### config.mk
export PLATFORM = sky130hd
export DESIGN_NAME = core_branch_predict_unit
export DESIGN_NICKNAME = d
export VERILOG_FILES = /design/src/rtl/core_branch_predict_unit.sv
export SDC_FILE = /design/constraint.sdc
export NUM_CORES = 1
export LEC_CHECK = 0
export CAP_MARGIN = 20
export CORE_AREA = 2 2 335 337
export CTS_BUF_LIST = sky130_fd_sc_hd__clkbuf_4 sky130_fd_sc_hd__clkbuf_8 sky130_fd_sc_hd__clkbuf_16
export CTS_CLUSTER_SIZE = 28
export DETAILED_ROUTE_END_ITERATION = 10
export DIE_AREA = 0 0 337 339
export PLACE_DENSITY = 0.55
export SLEW_MARGIN = 10
export SYNTH_ARGS = -nofsm -noshare
export SYNTH_HDL_FRONTEND = slang
export SYNTH_SLANG_ARGS = --single-unit
### constraint.sdc
create_clock -name clk_i -period 21.2 [get_ports clk_i]
set_input_delay 4.24 -clock clk_i [delete_from_list [all_inputs] [get_ports clk_i]]
set_output_delay 4.24 -clock clk_i [all_outputs]
set_load 0.05 [all_outputs]
### src/rtl/core_branch_predict_unit.sv
// core_branch_predict_unit: branch compare/target resolve plus direct-mapped BTB predictor with 2-bit counters.
`ifndef BR_OP_WIDTH
`define BR_OP_WIDTH 3
`define BR_EQ  3'd0
`define BR_NE  3'd1
`define BR_LT  3'd2
`define BR_GE  3'd3
`define BR_LTU 3'd4
`define BR_GEU 3'd5
`endif

module core_branch_predict_unit #(
    parameter int DATA_WIDTH  = 32,
    parameter int BTB_ENTRIES = 16,
    parameter int TAG_WIDTH   = 8,
    parameter int CNT_WIDTH   = 32
) (
    input  logic                    clk_i,
    input  logic                    rst_i,
    input  logic [DATA_WIDTH-1:0]   fetch_pc_i,
    output logic                    pred_taken_o,
    output logic [DATA_WIDTH-1:0]   pred_target_o,
    input  logic                    resolve_valid_i,
    input  logic [`BR_OP_WIDTH-1:0] BR_op_i,
    input  logic                    jump_i,
    input  logic                    jalr_i,
    input  logic [DATA_WIDTH-1:0]   pc_i,
    input  logic [DATA_WIDTH-1:0]   imm_val_i,
    input  logic [DATA_WIDTH-1:0]   regfile_rs1_i,
    input  logic [DATA_WIDTH-1:0]   regfile_rs2_i,
    input  logic                    pred_taken_i,
    input  logic [DATA_WIDTH-1:0]   pred_target_i,
    output logic                    branch_o,
    output logic [DATA_WIDTH-1:0]   brj_pc_o,
    output logic                    misaligned_o,
    output logic                    mispredict_o,
    output logic [DATA_WIDTH-1:0]   redirect_pc_o,
    output logic [CNT_WIDTH-1:0]    br_cnt_o,
    output logic [CNT_WIDTH-1:0]    mp_cnt_o
);
    localparam int IDX_W = $clog2(BTB_ENTRIES);

    logic [BTB_ENTRIES-1:0] valid_q, jmp_q;
    logic [TAG_WIDTH-1:0]   tag_q [BTB_ENTRIES];
    logic [DATA_WIDTH-1:0]  target_q [BTB_ENTRIES];
    logic [1:0]             ctr_q [BTB_ENTRIES];
    logic [CNT_WIDTH-1:0]   br_cnt_q, br_cnt_d, mp_cnt_q, mp_cnt_d;
    logic [1:0]             ctr_d;

    logic [IDX_W-1:0]      fidx, widx;
    logic [TAG_WIDTH-1:0]  ftag, wtag;
    logic                  fhit, whit;
    logic [DATA_WIDTH-1:0] sum, tgt;
    logic                  is_br, cmp, taken, train, wr_en;
    logic                  unused_ok;

    assign fidx          = fetch_pc_i[IDX_W+1:2];
    assign ftag          = fetch_pc_i[TAG_WIDTH+IDX_W+1:IDX_W+2];
    assign fhit          = valid_q[fidx] & (tag_q[fidx] == ftag);
    assign pred_taken_o  = fhit & (jmp_q[fidx] | ctr_q[fidx][1]);
    assign pred_target_o = pred_taken_o ? target_q[fidx] : '0;

    assign sum   = (jalr_i ? regfile_rs1_i : pc_i) + imm_val_i;
    assign tgt   = {sum[DATA_WIDTH-1:1], 1'b0};
    assign is_br = BR_op_i <= `BR_GEU;
    assign cmp   = (BR_op_i == `BR_EQ)  ? (regfile_rs1_i == regfile_rs2_i) :
                   (BR_op_i == `BR_NE)  ? (regfile_rs1_i != regfile_rs2_i) :
                   (BR_op_i == `BR_LT)  ? ($signed(regfile_rs1_i) <  $signed(regfile_rs2_i)) :
                   (BR_op_i == `BR_GE)  ? ($signed(regfile_rs1_i) >= $signed(regfile_rs2_i)) :
                   (BR_op_i == `BR_LTU) ? (regfile_rs1_i <  regfile_rs2_i) :
                   (BR_op_i == `BR_GEU) ? (regfile_rs1_i >= regfile_rs2_i) : 1'b0;
    assign taken = resolve_valid_i & (jump_i | (is_br & cmp));

    assign branch_o      = taken;
    assign brj_pc_o      = resolve_valid_i ? tgt : '0;
    assign misaligned_o  = taken & tgt[1];
    assign mispredict_o  = resolve_valid_i & ((taken != pred_taken_i) | (taken & (pred_target_i != tgt)));
    assign redirect_pc_o = !resolve_valid_i ? '0 : taken ? tgt : pc_i + DATA_WIDTH'(4);

    // Training is looked up by the resolving PC, independent of the fetch-side read.
    assign widx  = pc_i[IDX_W+1:2];
    assign wtag  = pc_i[TAG_WIDTH+IDX_W+1:IDX_W+2];
    assign whit  = valid_q[widx] & (tag_q[widx] == wtag);
    assign train = resolve_valid_i & ~misaligned_o & (is_br | jump_i);
    assign wr_en = train & (whit | taken);

    always_comb begin
        ctr_d    = jump_i ? 2'd3 :
                   !whit  ? 2'd2 :
                   taken  ? ((ctr_q[widx] == 2'd3) ? 2'd3 : ctr_q[widx] + 2'd1) :
                            ((ctr_q[widx] == 2'd0) ? 2'd0 : ctr_q[widx] - 2'd1);
        br_cnt_d = br_cnt_q + CNT_WIDTH'(train & ~&br_cnt_q);
        mp_cnt_d = mp_cnt_q + CNT_WIDTH'(mispredict_o & ~&mp_cnt_q);
    end

    always_ff @(posedge clk_i) begin
        if (rst_i) begin
            for (int i = 0; i < BTB_ENTRIES; i++) begin
                valid_q[i]  <= 1'b0;
                jmp_q[i]    <= 1'b0;
                tag_q[i]    <= '0;
                target_q[i] <= '0;
                ctr_q[i]    <= 2'b01;
            end
            br_cnt_q <= '0;
            mp_cnt_q <= '0;
        end else begin
            if (wr_en) begin
                valid_q[widx] <= 1'b1;
                jmp_q[widx]   <= jump_i;
                tag_q[widx]   <= wtag;
                ctr_q[widx]   <= ctr_d;
                if (taken) target_q[widx] <= tgt;
            end
            br_cnt_q <= br_cnt_d;
            mp_cnt_q <= mp_cnt_d;
        end
    end

    assign br_cnt_o  = br_cnt_q;
    assign mp_cnt_o  = mp_cnt_q;
    assign unused_ok = ^{fetch_pc_i, pc_i, sum};
endmodule

==> insert_results.sql, run 1 <==
INSERT INTO impl_metrics (metric_group, metric, value, unit) VALUES
('outcome', 'run_status', 'complete, no violations', ''),
('global_routing', 'grt_pass1_vias', '27100', ''),
('place', 'detailedPlacementHpwl', '87.5', 'mm'),
('global_routing', 'initial_antenna_violation_count', '14', ''),
('global_routing', 'grt_max_degree', '92', ''),
('yosys', 'synth-async-reset-ratio', '0', ''),
('sta', 'report.final.slew_viol_count', '0', ''),
('sta', 'holdWs', '458', 'ps'),
('cells_and_area', 'area_delta_synth_final', '21.1', '%'),
('yosys', 'synth-main-ff-cell', 'sky130_fd_sc_hd__edfxtp_1', ''),
('power_and_ir_drop', 'power.density', '83.2', 'nW/um^2'),
('sta', 'slew_headroom', '0.209', ''),
('sta', 'timing.fmax', '69.8', 'MHz'),
('cells_and_area', 'finalNetCount', '3638', ''),
('worst_setup_path', 'crit_path_end_kind', 'output port', ''),
('sta', 'period_share', '0.675', ''),
('sta', 'setup-tns-final', '0', 'ps'),
('sta', 'timing.final.setup_violations', '0', ''),
('power_and_ir_drop', 'cellLeakagePower', '16.1', 'nW'),
('clock_tree', 'insertion_delay', '660', 'ps'),
('floorplanning', 'ios', '365', ''),
('clock_tree', 'htreeDepth', '3', ''),
('yosys', 'synth-edff-count', '656', ''),
('worst_setup_path', 'worst-path-max-fanout', '37', ''),
('sta', 'final.setup.worst_slack', '6880', 'ps'),
('clock_tree', 'post_cts_hold_buffer_count', '0', ''),
('worst_setup_path', 'start_kind', 'input pin', ''),
('yosys', 'synth.ff_latch_count', '752', ''),
('floorplanning', 'effective_utilization_at_floorplan', '0.348', ''),
('routing', 'num_vias', '26700', ''),
('routing', 'detail_route.first_pass.iterations', '5', ''),
('place', 'place_ws', '6250', 'ps'),
('global_routing', 'grt_first_pass_wirelength', '189', 'mm'),
('floorplanning', 'floorplan.rows', '122', ''),
('yosys', 'syn_area', '38400', 'um^2'),
('yosys', 'synth.area.top_cells', 'sky130_fd_sc_hd__edfxtp_1 51%, sky130_fd_sc_hd__mux4_2 15%, sky130_fd_sc_hd__nor2_1 7.5%', ''),
('clock_tree', 'clk_pin_slew', '60', 'ps'),
('job', 'max-cap-violations', '0', ''),
('place', 'gp_routability_congestion', '0.886', ''),
('routing', 'routed_wirelength', '130', 'mm'),
('min_path', 'hold_class', 'flip-flop to flip-flop', ''),
('clock_tree', 'cts_tree', 'yes', ''),
('cells_and_area', 'final_layout_size_suffix_gt1_frac', '0.166', ''),
('routing', 'via_cell_ratio', '5.42', ''),
('floorplanning', 'chipHeight', '339', 'um'),
('routing', 'ant_nets', '0', ''),
('worst_setup_path', 'worst_ep_required_time', '16960', 'ps'),
('worst_setup_path', 'worst_ep_arrival_time', '10080', 'ps'),
('cells_and_area', 'nFillCells', '10300', ''),
('sta', 'report.final.hold_viol_count', '0', ''),
('sta', 'fin_crit', '14320', 'ps'),
('worst_setup_path', 'worstSetupPathType', 'input pin to output port', ''),
('yosys', 'post_synth.cell_area_avg', '12.5', 'um^2'),
('yosys', 'synthCells', '3069', ''),
('clock_tree', 'clock-sinks', '752', ''),
('floorplanning', 'core-area', '110000', 'um^2'),
('routing', 'detailed_router_s_first_iteration_violation_count', '2476', ''),
('yosys', 'yosys-top-cells-count', '765 x sky130_fd_sc_hd__nor2_1, 656 x sky130_fd_sc_hd__edfxtp_1, 253 x sky130_fd_sc_hd__mux4_2', ''),
('yosys', 'synth_top_area_cell', 'sky130_fd_sc_hd__edfxtp_1', ''),
('yosys', 'synth_largest_type_area_fraction', '0.513', ''),
('global_routing', 'grt_overflow', '0', ''),
('clock_tree', 'cts_setup_buffers', '0', ''),
('yosys', 'yosysWarningCount', '0', ''),
('routing', 'drc', '0', ''),
('sta', 'grt_setup_unrepaired', 'no', ''),
('cells_and_area', 'instances_no_fill', '4932', ''),
('clock_tree', 'cts-buffers-inserted', '84', ''),
('yosys', 'synthMostInstantiatedCell', 'sky130_fd_sc_hd__nor2_1', ''),
('cells_and_area', 'finalInstanceArea', '46500', 'um^2'),
('clock_tree', 'ctsLongestPathBuffers', '3', ''),
('floorplanning', 'dieWidth', '337', 'um');
-- power by group --
part           internal, mW  leakage [nW]  total [mW]  switching, mW
sequential             1.67          7.07        1.69         0.0194
clock                 0.850          1.37        1.46          0.614
combinational         0.251          7.64       0.712          0.461
-- state kept, by name (all words and copies together) (netlist names) --
| signal | count |
|---|---|
| br_cnt_o | 32 |
| jmp_q | 16 |
| tag_q | 128 |
| valid_q | 16 |
| ctr_q | 32 |
| mp_cnt_o | 32 |
| target_q | 496 |
-- critical path, cell delays in order --
cell and delay [ps]:
sky130_fd_sc_hd__buf_2 640, sky130_fd_sc_hd__mux2i_1 480, sky130_fd_sc_hd__nor2b_1 120, sky130_fd_sc_hd__fa_1 480, sky130_fd_sc_hd__a211oi_2 290, sky130_fd_sc_hd__o31a_1 260
sky130_fd_sc_hd__a21boi_0 250, sky130_fd_sc_hd__nor4_1 710, sky130_fd_sc_hd__o31ai_1 160, sky130_fd_sc_hd__a21oi_1 330, sky130_fd_sc_hd__xnor3_1 310, sky130_fd_sc_hd__or4_1 510
sky130_fd_sc_hd__nor4_1 220, sky130_fd_sc_hd__buf_2 240, sky130_fd_sc_hd__nor2_1 90, sky130_fd_sc_hd__clkdlybuf4s50_1 730
-- cell type report --
cell class,count,area (um^2),share of cell area
Antenna cell,9,22.5,0.000485
Clock buffer,104,2270,0.0488
Clock inverter,52,477,0.0103
Inverter,77,289,0.00622
Multi-Input combinational cell,2033,15900,0.343
Sequential cell,752,21600,0.465
Tap cell,1488,1860,0.0401
Timing Repair Buffer,417,3980,0.0857
-- kinds of logic after synthesis --
group	count (synthesis)	share of synthesized area
AOI/OAI and AO/OA	275	0.0462
xor gates and xnor gates	145	0.0347
adders and majority gates	73	0.0239
buffers and inverters	301	0.0305
DFF	752	0.563
muxes	301	0.162
other	1	0.0000977
and+or+nand+nor	1221	0.140
-- placed cells by master, fill, tap and decap left out, types with 25 or more instances in the layout --
master                              n
sky130_fd_sc_hd__nor3_1            30
sky130_fd_sc_hd__ha_1              71
sky130_fd_sc_hd__dfxtp_1           96
sky130_fd_sc_hd__o21ai_0           63
sky130_fd_sc_hd__mux2_2            25
sky130_fd_sc_hd__nor2b_1           46
sky130_fd_sc_hd__clkdlybuf4s50_1  333
sky130_fd_sc_hd__edfxtp_1         656
sky130_fd_sc_hd__and3_1            26
sky130_fd_sc_hd__nand2b_1          40
sky130_fd_sc_hd__xnor2_1           61
sky130_fd_sc_hd__a21oi_1           82
sky130_fd_sc_hd__inv_1             76
sky130_fd_sc_hd__xor2_1            56
sky130_fd_sc_hd__buf_4             75
sky130_fd_sc_hd__nand2_1          112
sky130_fd_sc_hd__nand4_1           35
sky130_fd_sc_hd__nor2_1           765
sky130_fd_sc_hd__mux4_2           253
sky130_fd_sc_hd__clkbuf_16         85
sky130_fd_sc_hd__a211oi_1          34
sky130_fd_sc_hd__nand3_1           72
-- through the flow --
stage	power [mW]	util
6_report	3.87	0.421
2_1_floorplan	2.13	-
5_1_grt	3.99	0.421
3_3_place_gp	2.43	0.396
4_1_cts	3.89	0.421
3_5_place_dp	2.43	0.396
-- path summary, 6_finish.rpt --
kind / from / to / slack (ps) / cells after the start
min reg2reg: valid_q[6] / valid_q[6] / 460 / 2
max reg2reg: tag_q[4][7] / ctr_q[7][0] / 16750 / 9
max: jalr_i / mispredict_o / 6880 / 16
min: valid_q[6] / valid_q[6] / 460 / 2
-- metal layers --
layer	up-vias	global-route usage	routed length [um]
met2	1021	0.379	64100
li1	11900	-	-
met4	10	0.0785	4350
met3	196	0.0373	8780
met1	13600	0.301	53100
met5	-	0	55
(Power assumes the default switching activity.)
==> run 2, diff against run 1 <==
Settings changed: PLACE_DENSITY 0.55 to 0.57.
Clock period 21.2 ns to 11.65 ns, I/O delays scaled along.
==> run 2 against run 1 <==
Worst hold slack got worse by 2.3 ps. Critical path depth fell by 3. Wire length fell by 1.5%. Largest power group unchanged.
==> insert_results.sql, run 2 (synthesized netlist as in run 1, its figures left out) <==
INSERT INTO impl_metrics (metric_group, metric, value, unit) VALUES
('worst_setup_path', 'crit_path_end_kind', 'output port', ''),
('clock_tree', 'post_cts_hold_buffer_count', '0', ''),
('sta', 'timing.final.setup_violations', '0', ''),
('sta', 'worst_clock_skew', '20.0', 'ps'),
('job', 'max-cap-violations', '0', ''),
('sta', 'tightestPinTransition', '1160', 'ps'),
('sta', 'fin_crit', '10150', 'ps'),
('power_and_ir_drop', 'power.density', '151', 'nW/um^2'),
('cells_and_area', 'reg_top3', 'target_q x496, tag_q x128', ''),
('routing', 'detailed_router_s_first_iteration_violation_count', '2409', ''),
('sta', 'period_share', '0.872', ''),
('clock_tree', 'cts.root.buffer_cell', 'sky130_fd_sc_hd__clkbuf_16', ''),
('worst_setup_path', 'path_common_cell', 'sky130_fd_sc_hd__clkdlybuf4s50_1', ''),
('place', 'detailedPlacementHpwl', '86.9', 'mm'),
('floorplanning', 'chipHeight', '339', 'um'),
('sta', 'grt_setup_unrepaired', 'no', ''),
('routing', 'drc', '0', ''),
('worst_setup_path', 'worst_ep_required_time', '9320', 'ps'),
('worst_setup_path', 'r2r_setup_slack', '7290', 'ps'),
('clock_tree', 'cts_tree', 'yes', ''),
('worst_setup_path', 'crit-reg2reg-capture', 'ctr_q[3][0]', ''),
('power_and_ir_drop', 'finalPower', '7.00', 'mW'),
('global_routing', 'top_usage_layer', 'met2', ''),
('clock_tree', 'clock-sinks', '752', ''),
('place', 'detailed_place.area', '43700', 'um^2'),
('min_path', 'holdPathStages', '2', ''),
('place', 'gp_routability_congestion', '0.917', ''),
('worst_setup_path', 'max_stage_delay', '930', 'ps'),
('worst_setup_path', 'worst-path-max-fanout', '51', ''),
('global_routing', 'grt_max_degree', '74', ''),
('worst_setup_path', 'start_kind', 'input pin', ''),
('clock_tree', 'cts_setup_buffers', '0', ''),
('sta', 'report.final.slew_viol_count', '0', ''),
('clock_tree', 'insertion_delay', '660', 'ps'),
('worst_setup_path', 'start_of_the_worst_register_to_register_path', 'tag_q[2][7]', ''),
('floorplanning', 'floorplan.rows', '122', ''),
('min_path', 'min-delay-start', 'valid_q[2]', ''),
('place', 'count_of_port_buffers_added_during_placement', '342', ''),
('cells_and_area', 'mostFrequentLayoutCells', '765 x sky130_fd_sc_hd__nor2_1, 656 x sky130_fd_sc_hd__edfxtp_1, 332 x sky130_fd_sc_hd__clkdlybuf4s50_1, 253 x sky130_fd_sc_hd__mux4_2, 119 x sky130_fd_sc_hd__nand2_1', ''),
('clock_tree', 'htreeDepth', '3', ''),
('sta', 'slew_headroom', '0.227', ''),
('outcome', 'run_status', 'complete, no violations', ''),
('min_path', 'worst_hold_path.endpoint', 'valid_q[2]', ''),
('floorplanning', 'dieArea', '114000', 'um^2'),
('sta', 'setup-tns-final', '0', 'ps'),
('floorplanning', 'dieWidth', '337', 'um'),
('min_path', 'hold_class', 'flip-flop to flip-flop', ''),
('global_routing', 'grt_util_met2', '0.369', ''),
('cells_and_area', 'final_layout_size_suffix_gt1_frac', '0.167', ''),
('cells_and_area', 'finalInstanceArea', '46500', 'um^2'),
('cells_and_area', 'most_frequent_standard_cell_in_the_layout_excluding_fill_and_tap_cells', 'sky130_fd_sc_hd__nor2_1', ''),
('sta', 'report.final.hold_viol_count', '0', ''),
('clock_tree', 'ctsLongestPathBuffers', '3', ''),
('cells_and_area', 'finalNetCount', '3646', ''),
('floorplanning', 'core-area', '110000', 'um^2'),
('routing', 'detail_route.wl_per_cell', '26.0', 'um'),
('cells_and_area', 'nFillCells', '10400', ''),
('global_routing', 'grt_overflow', '0', ''),
('power_and_ir_drop', 'power.ir.vdd_worst', '102', 'uV'),
('floorplanning', 'ios', '365', ''),
('global_routing', 'grtUsageMet3', '0.0469', ''),
('worst_setup_path', 'critical_path.cell_chain', 'clkdlybuf4s50_1, ha_1, nand4_1, nor3_1, a22oi_1, nor4b_1, o211ai_1, or3_1, a21oi_1, a21o_2, nor2_1, a211oi_1, clkdlybuf4s50_1', ''),
('routing', 'num_vias', '26700', ''),
('clock_tree', 'cts-buffers-inserted', '85', ''),
('power_and_ir_drop', 'cellLeakagePower', '16.1', 'nW'),
('cells_and_area', 'area_delta_synth_final', '21.1', '%'),
('global_routing', 'use_met1', '0.291', ''),
('routing', 'ant_nets', '0', ''),
('global_routing', 'grtUsageTotal', '0.223', ''),
('floorplanning', 'effective_utilization_at_floorplan', '0.348', ''),
('clock_tree', 'clk_pin_slew', '50', 'ps'),
('cells_and_area', 'largest-register', 'target_q', ''),
('routing', 'detail_route.first_pass.iterations', '7', ''),
('worst_setup_path', 'worstSetupPathType', 'input pin to output port', ''),
('global_routing', 'grt_pass1_vias', '26700', ''),
('global_routing', 'grt_first_pass_wirelength', '185', 'mm'),
('routing', 'routed_wirelength', '128', 'mm'),
('clock_tree', 'cts_repair_resize_count', '0', ''),
('routing', 'via_cell_ratio', '5.41', ''),
('worst_setup_path', 'critPathSlowestCell', 'sky130_fd_sc_hd__clkdlybuf4s50_1', ''),
('sta', 'timing.fmax', '98.5', 'MHz'),
('global_routing', 'initial_antenna_violation_count', '12', ''),
('worst_setup_path', 'worst_ep_arrival_time', '7820', 'ps'),
('worst_setup_path', 'r2r.worst_path.cells', '9', ''),
('cells_and_area', 'largest_register_ff_count', '496', '');
run 2: worst max-delay path, delay by kind of cell:
kind	cells	cell delay, ps
adder cells (fa/ha/maj)	1	420
buffers and inverters	2	1390
AND/OR/NAND/NOR	5	1670
AO/OA/AOI/OAI	5	2020
run 2: worst max-delay path by stage:
| stage | startpoint | end | depth (start not counted) | slack [ps] |
|---|---|---|---|---|
| finish | regfile_rs1_i[31] | redirect_pc_o[12] | 13 | 1500 |
| global route | jalr_i | mispredict_o | 16 | 1370 |
| CTS | regfile_rs1_i[8] | redirect_pc_o[12] | 13 | 1580 |
| detailed placement | regfile_rs1_i[8] | redirect_pc_o[12] | 13 | 1580 |
| global placement | regfile_rs1_i[8] | redirect_pc_o[16] | 13 | 1660 |
| floorplan | pc_i[4] | redirect_pc_o[30] | 16 | 2280 |
run 2: where the power goes:
group	switching, mW	leakage (nW)	internal (mW)
clock	1.13	1.35	1.50
sequential	0.0362	7.07	3.04
combinational	0.835	7.67	0.458
total	2.00	16.1	5.00
run 2: area by class of cell:
class                      count  area (um^2)  area share
antenna                        8         20.0    0.000431
sequential                   752        21600       0.465
tap                         1488         1860      0.0400
inverter                      77          289     0.00622
clock buffer                 115         2360      0.0507
timing repair buffer         424         4050      0.0872
clock inverter                38          365     0.00786
multi-input combinational   2033        15900       0.343
run 2: stage by stage:
stage	hold slack [ps]	std cells	worst slack (ps)	utilization
floorplan	432	3086	2280	-
CTS	455	4924	1580	0.421
finish	456	4935	1500	0.421
global route	475	4935	1370	0.421
detailed placement	447	4771	1580	0.396
global placement	440	4771	1660	0.396
run 2: routing by layer:
layer	vias to the layer above	routed length [um]
li1	11900	-
met1	13500	51700
met2	1078	62800
met3	188	10100
met4	4	3830
met5	-	23
